File: config.mk
export PLATFORM = sky130hd
export DESIGN_NAME = frame_sequencer_flat
export DESIGN_NICKNAME = d
export VERILOG_FILES = /design/src/rtl/frame_sequencer_if.sv /design/src/rtl/frame_sequencer.sv /design/src/flat_wrapper.sv
export SDC_FILE = /design/constraint.sdc
export NUM_CORES = 1
export LEC_CHECK = 0
export CORE_MARGIN = 1.5
export CORE_UTILIZATION = 55
export DETAILED_ROUTE_END_ITERATION = 7
export GPL_TIMING_DRIVEN = 0
export PLACE_DENSITY = 0.9
export REMOVE_ABC_BUFFERS = 1
export SLEW_MARGIN = 10
export SYNTH_ARGS = -nofsm -noshare
export SYNTH_HDL_FRONTEND = slang
export SYNTH_SLANG_ARGS = --single-unit
File: constraint.sdc
create_clock -name clk -period 5.6 [get_ports clk]
set_input_delay 1.12 -clock clk [delete_from_list [all_inputs] [get_ports clk]]
set_output_delay 1.12 -clock clk [all_outputs]
set_load 0.005 [all_outputs]
File: src/rtl/frame_sequencer_if.sv
// Bus between the $4017/$4015 register decoder and the frame sequencer.
// The master drives the CPU-side strobes; the slave returns the low-rate strobes and status.
interface frame_sequencer_if;
  logic       clk_en;
  logic       reg_4017_wr;
  logic [7:0] reg_4017_data;
  logic       irq_ack;
  logic       enable_240hz;
  logic       enable_120hz;
  logic       frame_irq;
  logic       mode;
  logic [2:0] step;

  modport master (
    output clk_en, reg_4017_wr, reg_4017_data, irq_ack,
    input  enable_240hz, enable_120hz, frame_irq, mode, step
  );

  modport slave (
    input  clk_en, reg_4017_wr, reg_4017_data, irq_ack,
    output enable_240hz, enable_120hz, frame_irq, mode, step
  );
endinterface

File: src/rtl/frame_sequencer.sv
// APU frame counter: divides the CPU-rate tick into 4-step/5-step quarter/half-frame
// strobes and raises the frame interrupt at the end of each 4-step sequence.
module frame_sequencer #(
  parameter int QUARTER_DIV = 7457,
  parameter int DIV_WIDTH   = 13
) (
  input  logic               clk,
  input  logic               rst_n,
  frame_sequencer_if.slave   bus
);

  localparam logic [DIV_WIDTH-1:0] DIV_LAST = DIV_WIDTH'(QUARTER_DIV - 1);

  logic [DIV_WIDTH-1:0] div_reg, div_next;
  logic [2:0]           step_reg, step_next;
  logic                 mode_reg, mode_next;
  logic                 inhibit_reg, inhibit_next;
  logic                 irq_reg, irq_next;
  logic                 quarter_reg, quarter_next;
  logic                 half_reg, half_next;

  logic step_event;
  logic last_step;

  assign step_event = bus.clk_en && (div_reg == DIV_LAST);
  assign last_step  = mode_reg ? (step_reg == 3'd4) : (step_reg == 3'd3);

  always_ff @(posedge clk or negedge rst_n) begin
    if (!rst_n) begin
      div_reg     <= '0;
      step_reg    <= 3'd0;
      mode_reg    <= 1'b0;
      inhibit_reg <= 1'b0;
      irq_reg     <= 1'b0;
      quarter_reg <= 1'b0;
      half_reg    <= 1'b0;
    end else begin
      div_reg     <= div_next;
      step_reg    <= step_next;
      mode_reg    <= mode_next;
      inhibit_reg <= inhibit_next;
      irq_reg     <= irq_next;
      quarter_reg <= quarter_next;
      half_reg    <= half_next;
    end
  end

  // A register write restarts the sequence and swallows any coincident step event.
  always_comb begin
    div_next     = div_reg;
    step_next    = step_reg;
    mode_next    = mode_reg;
    inhibit_next = inhibit_reg;
    if (bus.reg_4017_wr) begin
      div_next     = '0;
      step_next    = 3'd0;
      mode_next    = bus.reg_4017_data[7];
      inhibit_next = bus.reg_4017_data[6];
    end else if (bus.clk_en) begin
      if (step_event) begin
        div_next  = '0;
        step_next = last_step ? 3'd0 : step_reg + 3'd1;
      end else begin
        div_next = div_reg + DIV_WIDTH'(1);
      end
    end
  end

  always_comb begin
    quarter_next = 1'b0;
    half_next    = 1'b0;
    irq_next     = irq_reg & ~bus.irq_ack;
    if (bus.reg_4017_wr) begin
      // Selecting 5-step mode clocks the units immediately.
      quarter_next = bus.reg_4017_data[7];
      half_next    = bus.reg_4017_data[7];
      if (bus.reg_4017_data[6]) begin
        irq_next = 1'b0;
      end
    end else if (step_event) begin
      case (step_reg)
        3'd0, 3'd2: quarter_next = 1'b1;
        3'd1: begin
          quarter_next = 1'b1;
          half_next    = 1'b1;
        end
        3'd3: begin
          quarter_next = ~mode_reg;
          half_next    = ~mode_reg;
          if (!mode_reg && !inhibit_reg) begin
            irq_next = 1'b1;
          end
        end
        3'd4: begin
          quarter_next = 1'b1;
          half_next    = 1'b1;
        end
        default: ;
      endcase
    end
  end

  assign bus.enable_240hz = quarter_reg;
  assign bus.enable_120hz = half_reg;
  assign bus.frame_irq    = irq_reg;
  assign bus.mode         = mode_reg;
  assign bus.step         = step_reg;

endmodule

File: src/flat_wrapper.sv
// flat-port wrapper written by rule: the top's interface ports become plain ports
module frame_sequencer_flat 
#(
  parameter int QUARTER_DIV = 7457,
  parameter int DIV_WIDTH   = 13
)
  (clk, rst_n, bus_clk_en, bus_reg_4017_wr, bus_reg_4017_data, bus_irq_ack, bus_enable_240hz, bus_enable_120hz, bus_frame_irq, bus_mode, bus_step);
  frame_sequencer_if bus_i ();
  input  logic clk;
  input  logic rst_n;
  input wire logic [$bits(bus_i.clk_en)-1:0] bus_clk_en;
  input wire logic [$bits(bus_i.reg_4017_wr)-1:0] bus_reg_4017_wr;
  input wire logic [$bits(bus_i.reg_4017_data)-1:0] bus_reg_4017_data;
  input wire logic [$bits(bus_i.irq_ack)-1:0] bus_irq_ack;
  output wire logic [$bits(bus_i.enable_240hz)-1:0] bus_enable_240hz;
  output wire logic [$bits(bus_i.enable_120hz)-1:0] bus_enable_120hz;
  output wire logic [$bits(bus_i.frame_irq)-1:0] bus_frame_irq;
  output wire logic [$bits(bus_i.mode)-1:0] bus_mode;
  output wire logic [$bits(bus_i.step)-1:0] bus_step;
  assign bus_i.clk_en = bus_clk_en;
  assign bus_i.reg_4017_wr = bus_reg_4017_wr;
  assign bus_i.reg_4017_data = bus_reg_4017_data;
  assign bus_i.irq_ack = bus_irq_ack;
  assign bus_enable_240hz = bus_i.enable_240hz;
  assign bus_enable_120hz = bus_i.enable_120hz;
  assign bus_frame_irq = bus_i.frame_irq;
  assign bus_mode = bus_i.mode;
  assign bus_step = bus_i.step;
  frame_sequencer #(.QUARTER_DIV(QUARTER_DIV), .DIV_WIDTH(DIV_WIDTH)) u_core (.clk(clk), .rst_n(rst_n), .bus(bus_i));
endmodule
Word-level counts from Yosys, hierarchy flattened
Index checks and enable logic that the tools add are counted.
{"block": "op_classes", "muxes": 19, "bitwise_logic": 3, "n_reduce_logical": 10, "n_eq_ne": 5, "add_sub_neg": 2}
{"op": "$mux 13", "count": 3}
{"op": "$add 13x1->13 const B", "count": 1}
{"op": "$eq 13x13->1 const B", "count": 1}
{"op": "$mux 3", "count": 4}
{"op": "$mux 1", "count": 10}
{"op": "$eq 3x2->1 const B", "count": 2}
{"op": "$pmux 1 s2", "count": 2}
{"op": "$reduce_bool 2->1", "count": 2}
{"op": "$reduce_or 4->1", "count": 1}
{"op": "$add 3x1->3 const B", "count": 1}
{"op": "$eq 3x1->1 const B", "count": 1}
{"op": "$eq 3x3->1 const B", "count": 1}
{"op": "$logic_not 3->1", "count": 1}
{"op": "$logic_and 1x1->1", "count": 2}
{"op": "$logic_not 1->1", "count": 2}
{"op": "$not 1->1", "count": 2}
{"op": "$reduce_and 2->1", "count": 1}
{"op": "$reduce_or 2->1", "count": 1}
{"op": "$and 1x1->1", "count": 1}
{"block": "word_totals", "out_inout_bits": 7, "inputBits": 13, "elab_cells": 46, "register_bits": 21}

Depth between registers and ports, before layout
Gate-level depths: netlist of the first run.
{"block": "depth", "ltp_word": 6, "mapped_depth": 7, "ltp_nobuf": 6}

Least setup slack after synthesis of the first run
Ideal clock, no wire load.
{"block": "synth_timing", "path_type": "input-to-reg", "from": "input bus_clk_en", "to": "register u_core.irq_reg, in the netlist u_core.bus.frame_irq", "setup_ns": 0.104, "arrival_ns": 2.227, "slack_ns": 3.269, "t_required_ns": 5.496, "path_stages": 5, "cell_sequence": "clkbuf_1 -> nand4b_1 -> or4_1 -> buf_2 -> o41ai_4"}
{"block": "synth_between", "elab_chain_cells": 3}
{"element": "start: declaration", "line_no": "flat_wrapper.sv:11", "rtl": "input wire logic [$bits(bus_i.clk_en)-1:0] bus_clk_en;"}
{"element": "$logic_and 1x1->1", "line_no": "frame_sequencer.sv:25", "rtl": "assign step_event = bus.clk_en && (div_reg == DIV_LAST);"}
{"element": "$mux 1", "line_no": "frame_sequencer.sv:80", "rtl": "end else if (step_event) begin"}
{"element": "$mux 1", "line_no": "frame_sequencer.sv:73", "rtl": "if (bus.reg_4017_wr) begin"}
{"element": "named net u_core.irq_next", "line_no": "frame_sequencer.sv:18", "rtl": "logic irq_reg, irq_next;"}
{"element": "end signal: assignment", "line_no": "frame_sequencer.sv:42", "rtl": "irq_reg <= irq_next;"}
{"element": "end: declaration", "line_no": "frame_sequencer.sv:18"}
The timed path passes the listed nets, and every way through them passes these cells.
A chain may end at the register's enable or synchronous reset.

Final worst setup path of the first run
{"block": "layout_timing", "from": "input bus_clk_en", "to": "register u_core.div_reg[1]"}
{"block": "layout_between", "elab_chain_cells": 4, "elab_cells_between_ends": 5}
{"element": "$logic_and 1x1->1", "line_no": "frame_sequencer.sv:25"}
{"element": "$mux 13", "line_no": "frame_sequencer.sv:60", "rtl": "if (step_event) begin"}
{"element": "$mux 13", "line_no": "frame_sequencer.sv:59", "rtl": "end else if (bus.clk_en) begin"}
{"element": "$mux 13", "line_no": "frame_sequencer.sv:54", "rtl": "if (bus.reg_4017_wr) begin"}
{"element": "end signal: assignment", "line_no": "frame_sequencer.sv:38", "rtl": "div_reg <= div_next;"}
{"element": "end: declaration", "line_no": "frame_sequencer.sv:14", "rtl": "logic [DIV_WIDTH-1:0] div_reg, div_next;"}
Parallel ways exist; a longest one is shown, timed or not. The select of a mux whose other input is x is not followed.

==> reports/qor.txt, run 1 <==
DR WL/cell: 12.9 µm
cell count after synthesis: 117
Logic pwr share: 8.2%
CP Launch Type: input port
# port buffers: 13
largest net degree at the start of global routing: 22
Syn-to-layout area delta: 14.8%
Setup TNS: 0 ps
Post-DP Area: 1310 µm²
#FFs+latches synth: 21
max reg flops: 13
XOR/XNOR Fraction of Synth Area: 6.75%
critical path startpoint: bus_clk_en
worst slew pin tran: 1050 ps
Die Area: 2410 µm²
Max-slew headroom: 29.9%
register area share after synthesis: 45.0%
initial antenna violation count: 0
Worst VDD drop: 0.168 mV
simple-gate share of the synthesized area: 20.2%
Storage cell area: 526 µm²
number of global-route vias before repair: 885
Starting Density: 58.9%
clock group share of total power: 28.7%
Slew Viols, Final: 0
FMAX: 0.348 GHz
Final Hold Viols: 0
CTS buffer count: 3
Power Internal: 0.192 mW
Resize count post-CTS: 0
Min-Delay Startpoint: u_core.inhibit_reg
Filler Cells Inserted: 165
design area: 1340 µm²
CTS Hold Buffers Added: 0
share of flip-flops with an asynchronous set or reset: 100%
Flop pwr share: 63.1%
switching pwr: 0.0589 mW
IO Pins: 20
Die X: 49.1 µm
min-delay worst type: reg -> reg
clk_skew: 4.34 ps
P per Cell Area: 187 nW/µm²
final wirelength: 2020 µm
first-pass GRT wire length: 3560 µm
Clock Path Buffers: 2
WP data required: 5740 ps
synth unique cells: 37
adder-cell share of the synthesized area: 8.57%
Sw Share: 23.5%
GPL Wtd Cong: 0.790
dpl hpwl: 1500 µm
Synth Cell Area: 1170 µm²
Clk pin slew, worst setup/hold paths: 110 ps
Core ar.: 1980 µm²
CTS sink count: 21
CTS tree: done
grt ovf: 0
fraction of layout cells with a size suffix above 1: 6.15%
worst path arrival time: 3010 ps
r2r startpoint: u_core.div_reg[0]
compound-gate portion of the synthesized area: 14.5%
Final period util: 51.2%
CP endpoint kind: flip-flop
num rows: 16
# nets final: 152
post-route minimum period: 2870 ps
Synth Flop Type: dfrtp_1
H-tree levels: 1
1st-pass router iterations: 4
drt drc: 0
Die H: 49.1 µm
proportion of synthesized area in mux cells: 0%
DRT antenna net count: 0
syn avg cell area: 9.98 µm²
DR iter-0 viols: 4
root buffer cell: clkbuf_4
RSZ-0062 raised after global routing: false
status: finished, final reports clean
largest family of logic cells by synthesized area: simple AND/OR/NAND/NOR gates
global-route usage over all layers: 19.3%
Lkg Pwr: 0.583 nW
final number of setup-violating endpoints: 0
worst-skew pair later-pin latency: 300 ps
area of the multi-input gates: 583 µm²
Post CTS Setup Buffer Count: 0
CP max FO: 16
critical path class: in -> reg
Max Cap Viol: 0
number of synthesized flops with an enable pin: 0
vias post-DR: 882
yosys warns: 0
via-per-instance ratio: 5.62
ant diodes: 0
==> power groups by stage <==
stage / combinational [mW] / clock (mW) / sequential (mW)
after floorplan: 0.00747 / 0 / 0.161
after global placement: 0.0203 / 0 / 0.161
after detailed placement: 0.0211 / 0 / 0.161
after CTS: 0.0212 / 0.0737 / 0.158
after global routing: 0.0236 / 0.0830 / 0.159
final: 0.0207 / 0.0720 / 0.158
==> worst paths after layout <==
kind | cells past startpoint | endpoint | slack, ps
max in group asynchronous | 1 | u_core.div_reg[5] | 3720
max reg2reg | 6 | u_core.div_reg[1] | 3260
min reg2reg | 1 | u_core.bus.frame_irq | 540
min in group asynchronous | 1 | u_core.bus.step[2] | 1320
min | 1 | u_core.bus.frame_irq | 540
max | 4 | u_core.div_reg[1] | 2730
==> cells in the final DEF (no fill, tap or decap), types with 3 or more instances in the layout <==
cell	n
xor2_1	5
clkbuf_4	3
inv_1	11
clkdlybuf4s50_1	13
o21ai_0	6
o22ai_1	3
nand2_1	8
ha_1	8
xnor2_1	4
dfrtp_1	21
nand4_1	5
nor2_1	12
==> layer usage <==
layer	part of all wire, %	wire (µm)	track usage (%)
met1	43	878	21.5
met2	52	1050	35.4
met3	2.3	46	2.76
met4	2.0	40	9.52
met5	0	0	0
==> metrics by stage <==
stage                     util, %  hold slack (ps)  cells  total power [mW]  worst slack, ps
after floorplan                 -              489    113             0.168             3400
after global placement       66.3              499    153             0.181             2410
after detailed placement     66.3              524    153             0.182             2390
after CTS                    67.6              540    157             0.253             2720
after global routing         67.6              569    157             0.266             2530
final                        67.6              537    157             0.251             2730
==> cell usage after synthesis, types with 3 or more instances <==
master,number,share of area [%]
xor2_1,5,3.8
xnor2_1,4,3.0
nand2_1,8,2.6
dfrtp_1,21,45
nor2_1,12,3.9
nand4_1,5,2.7
inv_1,11,3.5
ha_1,8,8.6
o21ai_0,6,2.6
o22ai_1,3,1.6
==> cells by family (layout without fill, tap and decap cells) <==
logic type,Yosys count,after routing
adders and majority gates,8,8
buffers and inverters,15,28
and+or+nand+nor,42,42
xor gates and xnor gates,9,9
DFF,21,21
AOI/OAI and AO/OA,22,22
==> worst max-delay path: stages <==
cell and delay, ps:
clkdlybuf4s50_1 640, nand4b_1 180, o31ai_2 860, o32ai_1 210
==> final cells by class <==
type | instances | share of cell area, %
sequential | 21 | 39.2
tap | 27 | 2.52
clock buffer | 4 | 1.96
multi-input combinational | 81 | 43.5
inverter | 11 | 3.08
timing repair buffer | 13 | 9.71
Note: power is estimated with default switching activity, not from simulation.
==> run 2: changes to the inputs <==
Settings changed: CORE_UTILIZATION 55 to 51, PLACE_DENSITY 0.9 to 0.85.
Clock period 5.6 ns to 2.8 ns, I/O delays scaled along.
==> run 2 against run 1 <==
Utilization shrank 6.4 points. Cell count is 0.64% higher. Register-to-register slack lost 2800 ps. Power up 100%. Non-clock buffer count did not move. Via count fell by 1.0%. First-iteration DRC count grew to 3.3 times the previous value. Count of clock-buffer cells in the layout did not move. Sequential share of layout area about the same. Global-route usage up 1.1 points. Hold slack better by 4.7 ps. Combinational power rose by 100%. Largest power group unchanged. Highest routed layer unchanged.
==> reports/qor.txt, run 2 (synthesis results as in run 1) <==
crit-path leading delay family: compound AO/OA/AOI/OAI gates
Buf+Inv Stages, Crit Path: 1
drt drc: 0
P per Cell Area: 378 nW/µm²
Final Hold Viols: 0
most frequent cells in the layout: dfrtp_1, clkdlybuf4s50_1, nor2_1
dpl hpwl: 1560 µm
ant diodes: 0
Layout Cells excl Fill: 158
Lkg Pwr: 0.583 nW
critical path startpoint: u_core.div_reg[0]
clk_skew: 11.4 ps
Die H: 50.8 µm
vias post-DR: 873
DR WL/cell: 13.8 µm
Critical Path Max Stage Delay: 870 ps
WP data required: 2960 ps
CP endpoint kind: flip-flop
Core ar.: 2190 µm²
CTS tree: done
Pwr Total: 0.506 mW
max reg flops: 13
global-route usage over all layers: 20.3%
Worst VDD drop: 0.317 mV
H-tree levels: 1
first-pass GRT wire length: 3890 µm
Max-slew headroom: 29.1%
design area: 1340 µm²
Clock Path Buffers: 2
via-per-instance ratio: 5.53
min-delay worst type: reg -> reg
hold_ws: 541 ps
CTS Hold Buffers Added: 0
# nets final: 152
CTS sink count: 21
final number of setup-violating endpoints: 0
Min-Delay Startpoint: u_core.inhibit_reg
Setup TNS: 0 ps
Die X: 50.8 µm
Filler Cells Inserted: 188
fraction of layout cells with a size suffix above 1: 6.15%
worst slew pin tran: 1060 ps
Clk pin slew, worst setup/hold paths: 120 ps
IO Pins: 20
Final period util: 83.3%
worst-skew pair later-pin latency: 310 ps
initial antenna violation count: 0
RSZ-0062 raised after global routing: false
root buffer cell: clkbuf_4
DR iter-0 viols: 13
setup ws final: 467 ps
1st-pass router iterations: 4
DRT antenna net count: 0
# port buffers: 13
worst path arrival time: 2490 ps
Post-DP Area: 1320 µm²
Starting Density: 53.3%
FMAX: 0.429 GHz
worst-path cell chain: inv_1 -> ha_1 -> nor4bb_1 -> nand4b_1 -> o31ai_2 -> o32ai_1
CP max FO: 16
most common cell after layout, fill and taps aside: dfrtp_1
Max Cap Viol: 0
final core occ: 61.2%
placed insts: 154
num rows: 17
CTS buffer count: 3
Slew Viols, Final: 0
critical path class: reg -> reg
status: finished, final reports clean
r2r startpoint: u_core.div_reg[0]
GPL Wtd Cong: 0.756
dpl ws: 117 ps
largest net degree at the start of global routing: 22
grt ovf: 0
CP Launch Type: flip-flop
final wirelength: 2180 µm
Die Area: 2590 µm²
Post CTS Setup Buffer Count: 0
Resize count post-CTS: 0
slowest stage cell, crit path: o31ai_2
Syn-to-layout area delta: 14.9%
post-route minimum period: 2330 ps
number of global-route vias before repair: 891
==> run 2: cell counts in the layout (fill, tap and decap cells not counted) <==
Identical to the previous run, type by type.
==> run 2: power breakdown <==
part	internal, mW	switching (mW)
Combinational	0.0193	0.0224
Sequential	0.310	0.00687
Clock	0.0557	0.0924
Total	0.385	0.122
==> run 2: cell type report <==
cell class	count	area, µm²	share of cell area, %
multi-input combinational	81	583	43.5
sequential	21	526	39.2
timing repair buffer	13	130	9.70
inverter	11	41.3	3.08
tap	28	35.0	2.61
clock buffer	4	26.3	1.96
==> run 2: layer usage <==
layer,share of wire (%),global-route usage (%),vias to the layer above
met4,2.1,9.46,0
li1,-,-,433
met1,45,23.4,418
met2,49,37.1,17
met5,0,0,-
met3,3.4,2.92,5
==> run 2: path summary, 6_finish.rpt <==
| kind | end | cells past startpoint | slack, ps |
|---|---|---|---|
| setup / recovery | u_core.div_reg[1] | 6 | 470 |
| hold / removal | u_core.bus.frame_irq | 1 | 540 |
| setup reg to reg | u_core.div_reg[1] | 6 | 470 |
| hold reg to reg | u_core.bus.frame_irq | 1 | 540 |
| max in group asynchronous | u_core.div_reg[9] | 1 | 1490 |
| min in group asynchronous | u_core.div_reg[0] | 1 | 740 |
==> run 2: worst reg2reg max path, stage by stage, from the launching register on <==
cell	delay, ps
dfrtp_1	430
inv_1	80
ha_1	150
nor4bb_1	260
nand4b_1	170
o31ai_2	870
o32ai_1	220
==> run 3: changes to the inputs <==
Settings changed: CORE_UTILIZATION 51 to 46, PLACE_DENSITY 0.85 to 0.82.
Clock period 2.8 ns to 2.1 ns, I/O delays scaled along.
==> run 3 against run 2 <==
Sequential share of layout area decreased by 1.1 points. Combinational power increased by 43%. Count of clock-buffer cells in the layout decreased by 1. Critical path depth unchanged. Register-to-register slack got worse by 310 ps. Largest cell class unchanged. Highest routed layer unchanged.
==> reports/qor.txt, run 3 (synthesis results as in run 1) <==
status: finished, final reports clean
grt ovf: 0
slowest stage cell, crit path: or4_4
Max-slew headroom: 39.5%
Clk pin slew, worst setup/hold paths: 120 ps
Flop pwr share: 62.3%
WP data required: 2320 ps
CP Launch Type: flip-flop
switching pwr: 0.164 mW
CP max FO: 6
first-pass GRT wire length: 3770 µm
Starting Density: 48.0%
drt drc: 0
# port buffers: 13
critical path class: reg -> reg
Critical Path Max Stage Delay: 520 ps
worst-path cell chain: inv_1 -> ha_1 -> nor4bb_1 -> nand4b_1 -> or4_4 -> o41ai_4
Worst VDD drop: 0.292 mV
fraction of layout cells with a size suffix above 1: 9.77%
RSZ-0062 raised after global routing: false
setup ws final: 154 ps
CTS sink count: 21
min-delay worst type: reg -> reg
initial antenna violation count: 0
IO Pins: 20
number of global-route vias before repair: 864
final core occ: 56.7%
Slew Viols, Final: 0
dpl ws: -454 ps
# nets final: 155
post-route minimum period: 1950 ps
Syn-to-layout area delta: 18.2%
CTS tree: done
clock group share of total power: 28.8%
GPL Wtd Cong: 0.698
worst slew pin tran: 905 ps
clk_skew: 6.34 ps
via-per-instance ratio: 5.41
Post-DP Area: 1320 µm²
Layout Cells excl Fill: 163
worst-skew pair later-pin latency: 310 ps
DR iter-0 viols: 13
root buffer cell: clkbuf_4
CP endpoint kind: flip-flop
P per Cell Area: 491 nW/µm²
1st-pass router iterations: 4
DR WL/cell: 13.6 µm
num rows: 18
most frequent cells in the layout: dfrtp_1, clkdlybuf4s50_1, nor2_1
Clock Path Buffers: 2
dpl hpwl: 1580 µm
max reg flops: 13
Core ar.: 2430 µm²
DRT antenna net count: 0
Max Cap Viol: 0
FMAX: 0.514 GHz
worst path arrival time: 2170 ps
global-route usage over all layers: 18.7%
final number of setup-violating endpoints: 0
Final Hold Viols: 0
Die Area: 2850 µm²
ant diodes: 0
vias post-DR: 882
Lkg Pwr: 0.603 nW
largest net degree at the start of global routing: 22
CTS Hold Buffers Added: 0
Setup TNS: 0 ps
H-tree levels: 1
crit-path leading delay family: simple AND/OR/NAND/NOR gates
placed insts: 156
Final period util: 92.7%
Power Internal: 0.513 mW
Die X: 53.4 µm
most common cell after layout, fill and taps aside: dfrtp_1
Die H: 53.4 µm
CTS buffer count: 3
design area: 1380 µm²
final wirelength: 2210 µm
Logic pwr share: 8.8%
Sw Share: 24.2%
Buf+Inv Stages, Crit Path: 1
## run 3: layout make-up
cell class	instances	area [µm²]
Tap cell	30	37.5
Clock inverter	1	5.00
Clock buffer	3	22.5
Multi-Input combinational cell	81	596
Fill cell	222	1050
Inverter	11	41.3
Timing Repair Buffer	16	153
Sequential cell	21	526
## run 3: power groups by stage
stage / combinational (mW) / clock (mW) / sequential (mW)
floorplan: 0.0199 / 0 / 0.429
global placement: 0.0543 / 0 / 0.429
detailed placement: 0.0559 / 0 / 0.430
CTS: 0.0569 / 0.205 / 0.422
global route: 0.0682 / 0.223 / 0.424
finish: 0.0598 / 0.195 / 0.422
## run 3: worst paths after layout
path / slack [ps] / cells after the start / start / end
worst max-delay path: 150 / 6 / u_core.div_reg[0] / u_core.bus.frame_irq
worst min-delay path: 510 / 1 / u_core.inhibit_reg / u_core.bus.frame_irq
worst max register to register: 150 / 6 / u_core.div_reg[0] / u_core.bus.frame_irq
worst min register to register: 510 / 1 / u_core.inhibit_reg / u_core.bus.frame_irq
max in group asynchronous: 940 / 1 / rst_n / u_core.div_reg[9]
min in group asynchronous: 600 / 1 / rst_n / u_core.bus.enable_240hz
## run 3: layer usage
metal	share of wire [%]	GRT usage, %	vias to the layer above
met4	1.4	8.97	0
met2	50	34.4	15
met3	3.2	1.69	4
met1	46	21.3	423
li1	-	-	440
met5	0	0	-
## run 3: through the flow
stage	hold WS, ps	power (mW)
2_1_floorplan	124	0.449
5_1_grt	540	0.715
3_5_place_dp	505	0.486
6_report	512	0.677
4_1_cts	523	0.684
3_3_place_gp	500	0.484
## run 3: timing repair
action / in CTS / in global routing
resized for setup: 1 / 1
endpoints found under the setup margin: 16 / 11
pin swaps: 0 / 1
setup buffers: 0 / 3
